`config.mk`:
```
export PLATFORM = sky130hd
export DESIGN_NAME = pipe_cpu_fwd_flat
export DESIGN_NICKNAME = d
export VERILOG_FILES = /design/src/rtl/pipe_cpu_fwd_if.sv /design/src/rtl/pipe_cpu_fwd.sv /design/src/flat_wrapper.sv
export SDC_FILE = /design/constraint.sdc
export NUM_CORES = 1
export LEC_CHECK = 0
export CORE_ASPECT_RATIO = 1.5
export CORE_MARGIN = 4
export CORE_UTILIZATION = 55
export DETAILED_ROUTE_END_ITERATION = 8
export GPL_TIMING_DRIVEN = 0
export PLACE_DENSITY = 0.73
export SLEW_MARGIN = 20
export SYNTH_ARGS = -nofsm -noshare
export SYNTH_HDL_FRONTEND = slang
export SYNTH_SLANG_ARGS = --single-unit
```
`constraint.sdc`:
```
create_clock -name clk -period 4.1 [get_ports clk]
set_input_delay 0.615 -clock clk [delete_from_list [all_inputs] [get_ports clk]]
set_output_delay 0.615 -clock clk [all_outputs]
set_load 0.02 [all_outputs]
```
`src/rtl/pipe_cpu_fwd_if.sv`:
```
// pipe_cpu_fwd_if: bundles the control, programming, retire and debug
// signals of pipe_cpu_fwd.
//   slave  (CPU side): run, prog_we, prog_addr, prog_data, dbg_rsel in;
//                      halted, pc, wb_valid, wb_rd, wb_data, dbg_rdata out.
//   master (host side): the mirror image.
interface pipe_cpu_fwd_if #(
    parameter int WIDTH = 32,
    parameter int DEPTH = 16,
    parameter int NREG  = 8
);
    localparam int AW = $clog2(DEPTH);
    localparam int RW = $clog2(NREG);

    logic             run;
    logic             prog_we;
    logic [AW-1:0]    prog_addr;
    logic [15:0]      prog_data;
    logic             halted;
    logic [AW-1:0]    pc;
    logic             wb_valid;
    logic [RW-1:0]    wb_rd;
    logic [WIDTH-1:0] wb_data;
    logic [RW-1:0]    dbg_rsel;
    logic [WIDTH-1:0] dbg_rdata;

    modport master (
        output run, prog_we, prog_addr, prog_data, dbg_rsel,
        input  halted, pc, wb_valid, wb_rd, wb_data, dbg_rdata
    );

    modport slave (
        input  run, prog_we, prog_addr, prog_data, dbg_rsel,
        output halted, pc, wb_valid, wb_rd, wb_data, dbg_rdata
    );
endinterface

```
`src/rtl/pipe_cpu_fwd.sv`:
```
// pipe_cpu_fwd: four-stage (IF/ID/EX/WB) 16-bit-instruction CPU with a
// WIDTH-bit register file of NREG registers and a DEPTH-word program store.
// Ports:
//   clk    - clock
//   reset  - synchronous, active-high reset
//   bus    - pipe_cpu_fwd_if.slave: run/prog_* in, halted/pc/wb_* out,
//            dbg_rsel in / dbg_rdata out (combinational register peek)
// Build option: define PIPE_CPU_FWD_FORWARD_EN to forward the EX result
// into ID operands; otherwise a dependent instruction stalls one cycle.
module pipe_cpu_fwd #(
    parameter int WIDTH = 32,
    parameter int DEPTH = 16,
    parameter int NREG  = 8
) (
    input logic          clk,
    input logic          reset,
    pipe_cpu_fwd_if.slave bus
);
    localparam int AW = $clog2(DEPTH);
    localparam int RW = $clog2(NREG);

    typedef enum logic [1:0] {S_IDLE, S_RUN, S_DRAIN, S_HALTED} state_t;
    typedef enum logic [3:0] {
        OP_NOP = 4'd0, OP_LOAD = 4'd1, OP_ADD = 4'd2, OP_SUB = 4'd3,
        OP_AND = 4'd4, OP_OR = 4'd5, OP_HALT = 4'd6
    } op_t;

    state_t           state;
    logic             halted_r;
    logic [AW-1:0]    pc;

    // Program store powers up as all NOP and is never touched by reset.
    logic [15:0]      imem [DEPTH] = '{default: '0};
    logic [WIDTH-1:0] regs [NREG];

    logic             if_valid;
    logic [15:0]      if_instr;

    logic             idex_valid;
    logic             idex_wr;
    logic [3:0]       idex_op;
    logic [RW-1:0]    idex_rd;
    logic [WIDTH-1:0] idex_a;
    logic [WIDTH-1:0] idex_b;

    logic             exwb_valid;
    logic [RW-1:0]    exwb_rd;
    logic [WIDTH-1:0] exwb_data;

    // Decode of the IF register (the ID stage).
    logic [3:0]       id_op;
    logic [RW-1:0]    id_rd, id_rs, id_rt;
    logic [7:0]       id_imm;
    logic             id_reads, id_writes, id_halt, stall;
    logic [WIDTH-1:0] rs_val, rt_val, ex_result;
    logic             unused_fields;

    assign id_op  = if_instr[15:12];
    assign id_rd  = if_instr[8 +: RW];
    assign id_rs  = if_instr[4 +: RW];
    assign id_rt  = if_instr[0 +: RW];
    assign id_imm = if_instr[7:0];
    assign unused_fields = ^if_instr;

    assign id_reads  = id_op inside {OP_ADD, OP_SUB, OP_AND, OP_OR};
    // R0 writes are dropped at decode so they never reach wb_valid.
    assign id_writes = (id_op inside {OP_LOAD, OP_ADD, OP_SUB, OP_AND, OP_OR})
                       && (id_rd != '0);
    assign id_halt   = (state == S_RUN) && if_valid && (id_op == OP_HALT);

    always_comb begin
        ex_result = '0;
        case (idex_op)
            OP_LOAD: ex_result = idex_a;
            OP_ADD:  ex_result = idex_a + idex_b;
            OP_SUB:  ex_result = idex_a - idex_b;
            OP_AND:  ex_result = idex_a & idex_b;
            OP_OR:   ex_result = idex_a | idex_b;
            default: ex_result = '0;
        endcase
    end

    // Operand read: register file, then same-cycle WB write, then (if
    // enabled) the EX result, which is the youngest value.
    always_comb begin
        rs_val = regs[id_rs];
        rt_val = regs[id_rt];
        if (exwb_valid && exwb_rd == id_rs) rs_val = exwb_data;
        if (exwb_valid && exwb_rd == id_rt) rt_val = exwb_data;
`ifdef PIPE_CPU_FWD_FORWARD_EN
        if (idex_valid && idex_wr && idex_rd == id_rs) rs_val = ex_result;
        if (idex_valid && idex_wr && idex_rd == id_rt) rt_val = ex_result;
`endif
        if (id_rs == '0) rs_val = '0;
        if (id_rt == '0) rt_val = '0;
    end

`ifdef PIPE_CPU_FWD_FORWARD_EN
    assign stall = 1'b0;
`else
    assign stall = (state == S_RUN) && if_valid && id_reads && idex_valid &&
                   idex_wr && (idex_rd == id_rs || idex_rd == id_rt);
`endif

    always_ff @(posedge clk) begin
        if (!reset && bus.prog_we && (state == S_IDLE || state == S_HALTED))
            imem[bus.prog_addr] <= bus.prog_data;
    end

    always_ff @(posedge clk) begin
        if (reset) begin
            state      <= S_IDLE;
            halted_r   <= 1'b0;
            pc         <= '0;
            if_valid   <= 1'b0;
            if_instr   <= '0;
            idex_valid <= 1'b0;
            idex_wr    <= 1'b0;
            idex_op    <= '0;
            idex_rd    <= '0;
            idex_a     <= '0;
            idex_b     <= '0;
            exwb_valid <= 1'b0;
            exwb_rd    <= '0;
            exwb_data  <= '0;
            for (int unsigned i = 0; i < NREG; i++) regs[i] <= '0;
        end else begin
            if (exwb_valid) regs[exwb_rd] <= exwb_data;

            exwb_valid <= idex_valid && idex_wr;
            exwb_rd    <= idex_rd;
            exwb_data  <= ex_result;

            // HALT and stalls both leave a bubble in ID/EX.
            idex_valid <= if_valid && !stall && (id_op != OP_HALT);
            idex_wr    <= id_writes;
            idex_op    <= id_op;
            idex_rd    <= id_rd;
            idex_a     <= (id_op == OP_LOAD) ? WIDTH'(id_imm) : rs_val;
            idex_b     <= rt_val;

            case (state)
                S_IDLE, S_HALTED: begin
                    if (bus.run) begin
                        state    <= S_RUN;
                        halted_r <= 1'b0;
                        pc       <= '0;
                    end
                end
                S_RUN: begin
                    if (id_halt) begin
                        state    <= S_DRAIN;
                        if_valid <= 1'b0;
                    end else if (!stall) begin
                        if_instr <= imem[pc];
                        if_valid <= 1'b1;
                        pc       <= pc + 1'b1;
                    end
                end
                S_DRAIN: begin
                    if_valid <= 1'b0;
                    if (!idex_valid && !exwb_valid) begin
                        state    <= S_HALTED;
                        halted_r <= 1'b1;
                    end
                end
                default: state <= S_IDLE;
            endcase
        end
    end

    assign bus.halted    = halted_r;
    assign bus.pc        = pc;
    assign bus.wb_valid  = exwb_valid;
    assign bus.wb_rd     = exwb_rd;
    assign bus.wb_data   = exwb_data;
    assign bus.dbg_rdata = regs[bus.dbg_rsel];
endmodule

```
`src/flat_wrapper.sv`:
```
// flat-port wrapper written by rule: the top's interface ports become plain ports
module pipe_cpu_fwd_flat 
#(
    parameter int WIDTH = 32,
    parameter int DEPTH = 16,
    parameter int NREG  = 8
)
  (clk, reset, bus_run, bus_prog_we, bus_prog_addr, bus_prog_data, bus_dbg_rsel, bus_halted, bus_pc, bus_wb_valid, bus_wb_rd, bus_wb_data, bus_dbg_rdata);
  pipe_cpu_fwd_if #(.WIDTH(WIDTH), .DEPTH(DEPTH), .NREG(NREG)) bus_i ();
  input logic clk;
  input logic reset;
  input wire logic [$bits(bus_i.run)-1:0] bus_run;
  input wire logic [$bits(bus_i.prog_we)-1:0] bus_prog_we;
  input wire logic [$bits(bus_i.prog_addr)-1:0] bus_prog_addr;
  input wire logic [$bits(bus_i.prog_data)-1:0] bus_prog_data;
  input wire logic [$bits(bus_i.dbg_rsel)-1:0] bus_dbg_rsel;
  output wire logic [$bits(bus_i.halted)-1:0] bus_halted;
  output wire logic [$bits(bus_i.pc)-1:0] bus_pc;
  output wire logic [$bits(bus_i.wb_valid)-1:0] bus_wb_valid;
  output wire logic [$bits(bus_i.wb_rd)-1:0] bus_wb_rd;
  output wire logic [$bits(bus_i.wb_data)-1:0] bus_wb_data;
  output wire logic [$bits(bus_i.dbg_rdata)-1:0] bus_dbg_rdata;
  assign bus_i.run = bus_run;
  assign bus_i.prog_we = bus_prog_we;
  assign bus_i.prog_addr = bus_prog_addr;
  assign bus_i.prog_data = bus_prog_data;
  assign bus_i.dbg_rsel = bus_dbg_rsel;
  assign bus_halted = bus_i.halted;
  assign bus_pc = bus_i.pc;
  assign bus_wb_valid = bus_i.wb_valid;
  assign bus_wb_rd = bus_i.wb_rd;
  assign bus_wb_data = bus_i.wb_data;
  assign bus_dbg_rdata = bus_i.dbg_rdata;
  pipe_cpu_fwd #(.WIDTH(WIDTH), .DEPTH(DEPTH), .NREG(NREG)) u_core (.clk(clk), .reset(reset), .bus(bus_i));
endmodule
```
==> results.txt, run 1 <==
switching part of the total: 34.02%
Final Hold Viols: 0
Setup TNS Final: 0 ps
post-synthesis sequential area ratio: 55.70%
r2r setup slk: 70 ps
Slew @ Worst Pin: 1174 ps
Max H-tree Level: 2
grt met3 use: 4.762%
Die Height: 301.0 um
Synth cell types: 68
cell area power density: 553.0 mW/mm^2
vias per cell: 6.613
#FFs+latches synth: 628
First-pass DRT Iterations: 6
fillers: 4333
Post-layout nets: 2646
multi-input logic area: 0.01345 mm^2
Layout Area Growth over Synthesis: 14.08%
Die Wd: 203.4 um
initial antenna violation count: 0
GR Overflow Total: 0
Worst Hold Depth: 2
met1 Use GR: 36.01%
Syn Nets: 2477
CP max stage cell: clkbuf_1
Commonest cells post-synth: edfxtp_1 (496), and2_1 (261), mux4_2 (195)
post-route DRC violation count: 0
main area contributors after synthesis: edfxtp_1 (47%), mux4_2 (14%), dfxtp_1 (8.4%)
fmax: 0.2448 GHz
NetSw: 6.757 mW
Max Root-Sink Buffers: 3
Post-Synthesis Cells: 2411
critical path class: in -> out
leading area contributor after synthesis: edfxtp_1
Leakage Power: 11.97 nW
clock skew: 24.50 ps
Async S/R FF share, synth: 0%
Hold Path End: u_core.bus.wb_valid
pin count of the biggest net entering global routing: 33
Seq pwr share: 36.9%
Max Slew Vio Count: 0
CTS tree: done
clock sinks: 628
total number of yosys warnings: 0
CP bufs+invs: 3
final setup fails: 0
die area: 0.06122 mm^2
Worst Slack Setup Final: 14.57 ps
Mapped Avg Cell Area: 13.06 um^2
Post-Syn Area: 0.03149 mm^2
Max Cap Viol: 0
Fin Hold WS: 443.9 ps
Final Core Density: 63.27%
depth of the most critical reg-to-reg path: 13
vias in the first global route: 22.99k
total track usage: 32.05%
worst reg2reg endpoint: u_core.bus.wb_data[29]
EDFF count, synth: 496
combinational power share: 33.7%
CP arrival: 3470 ps
Final Cycle Share: 99.64%
relative slew slack: 21.74%
clock power share: 29.4%
latest clock arrival within the worst-skew pair: 640 ps
initial DRC count: 2707
nature of the critical path startpoint: primary input
FF-to-FF Start: u_core.idex_b[12]
DRT Wirelength: 99.15 mm
RSZ-0062 raised after global routing: true
layout cell share with drive strength beyond 1: 17.47%
hold_buf cts: 0
global-route wire length before repair: 145.3 mm
CTS buffer count: 58
hold_sp: u_core.idex_wr
Initial Utilization: 55.47%
Place WS: -369.6 ps
port bufs: 95
total power: 19.86 mW
Tmin final: 4085 ps
CP endpoint kind: output port
most frequent cell after synthesis: edfxtp_1
routability cong.: 1.001
met2 usage: 55.64%
CP cell instances: clkbuf_1 -> clkbuf_1 -> mux4_2 -> mux2_2 -> clkdlybuf4s50_1
CP peak stage delay: 890 ps
Internal: 13.11 mW
Reg area: 0.01754 mm^2
row count: 107
# diodes: 0
I/O pin count: 100
worst path required time: 3480 ps
Synth top area share: 47.31%
core area: 0.05676 mm^2
most frequent CP cell: clkbuf_1
routed len/inst: 29.24 um
CP max FO: 10
VDD IR max: 0.4424 mV
Hold WC Path Type: reg -> reg
status: complete, no violations
root buf cell: clkbuf_16
Synth Flop Type: edfxtp_1
Reg clk slew, reported paths: 70 ps
DR vias: 22.42k
post-DP HPWL: 70.96 mm
post-route ant nets: 0
Crit path max-delay family: buffers and inverters
busiest grt layer: met2
## flip-flops by register name (all words and copies together) (netlist names)
register             count
u_core.idex_rd           3
u_core.if_instr         15
u_core.bus.wb_rd         3
u_core.bus.halted        1
u_core.bus.wb_valid      1
u_core.idex_wr           1
u_core.idex_b           32
u_core.bus.wb_data      32
u_core.idex_valid        1
u_core.state             2
u_core.idex_op           4
u_core.idex_a           32
u_core.regs            256
u_core.bus.pc            4
u_core.imem            240
u_core.if_valid          1
## cell families after synthesis
group,Yosys count,synth area share [%]
fa+ha+maj,60,2.241
simple gates,763,12.39
flops,628,55.70
buf+inv,197,2.368
mux,276,16.75
xor+xnor,57,1.586
compound gates,430,8.965
## power groups by stage
stage / registers [mW] / clock network (mW) / logic, mW
final: 7.33 / 5.85 / 6.69
after global routing: 7.35 / 6.12 / 7.15
after CTS: 7.31 / 5.86 / 6.39
after detailed placement: 7.45 / 0 / 6.27
after global placement: 7.43 / 0 / 6.22
after floorplan: 7.38 / 0 / 4.51
## cells in the final DEF (no fill, tap or decap), drive strengths merged, types with 8 or more instances in the layout
master / count
buf: 51
a22oi: 40
edfxtp: 496
nand2b: 12
nand3b: 8
or2: 13
or3: 20
nand2: 179
o22ai: 45
bufinv: 11
o21ai: 98
a21oi: 91
xor2: 27
nand3: 12
clkdlybuf4s50: 95
nor2: 175
o2111ai: 18
xnor2: 30
a21o: 21
o31ai: 11
and3: 12
a211oi: 12
clkinv: 20
mux2: 56
a31oi: 11
mux4: 195
inv: 21
o2bb2ai: 8
nand4: 10
clkbuf: 206
nor3: 30
dfxtp: 132
and2: 261
maj3: 21
mux2i: 25
nor2b: 15
ha: 38
o311ai: 32
## repair_timing
item / 4_1_cts / 5_1_grt
resized for setup: 24 / 32
endpoints found under the hold margin: 0 / 0
endpoints found under the setup margin: 42 / 12
cloned: 0 / 0
pin swaps: 2 / 6
setup buffers: 1 / 5
## cell type report
type	instances	share of cell area (%)
sequential	628	48.83
multi-input combinational	1586	37.44
clock buffer	69	4.302
timing repair buffer	116	3.247
tap	763	2.658
buffer	171	1.926
clock inverter	39	1.400
inverter	19	0.1986
## worst reg2reg max path, stage by stage (launching register included)
cell,delay (ps)
dfxtp_1,380
or4_4,560
or4_4,470
or3_4,430
o41ai_2,240
xor2_1,200
ha_2,340
a21o_1,210
a21oi_1,180
o21ai_2,110
a211oi_2,220
o31ai_1,120
a21o_1,170
a211o_1,280
## worst max-delay path by stage
stage,depth (start not counted),to,start
4_1_cts,12,u_core.bus.wb_data[29],u_core.idex_b[12]
5_1_grt,15,u_core.bus.wb_data[25],u_core.idex_b[0]
3_5_place_dp,13,u_core.bus.wb_data[26],u_core.idex_op[0]
2_1_floorplan,13,u_core.bus.wb_data[25],u_core.idex_b[12]
3_3_place_gp,5,u_core.imem[0][13],reset
6_report,5,bus_dbg_rdata[20],bus_dbg_rsel[1]
## routing by layer
metal	part of all wire (%)	wire [um]
met5	0	0
met4	8.8	8723
met3	7.4	7295
met2	51	50350
met1	33	32780
## per-stage QoR
step           cells  instance area, um^2
4_1_cts         3390                35770
5_1_grt         3391                35920
2_1_floorplan   2411                31490
6_report        3391                35920
3_3_place_gp    3269                33390
3_5_place_dp    3283                33620
Note: power is estimated with default switching activity, not from simulation.
==> run 2, diff against run 1 <==
TNS_END_PERCENT = 100   (was default)
==> results of run 2 <==
No change in the layout: final DEF, timing and power equal those of run 1.
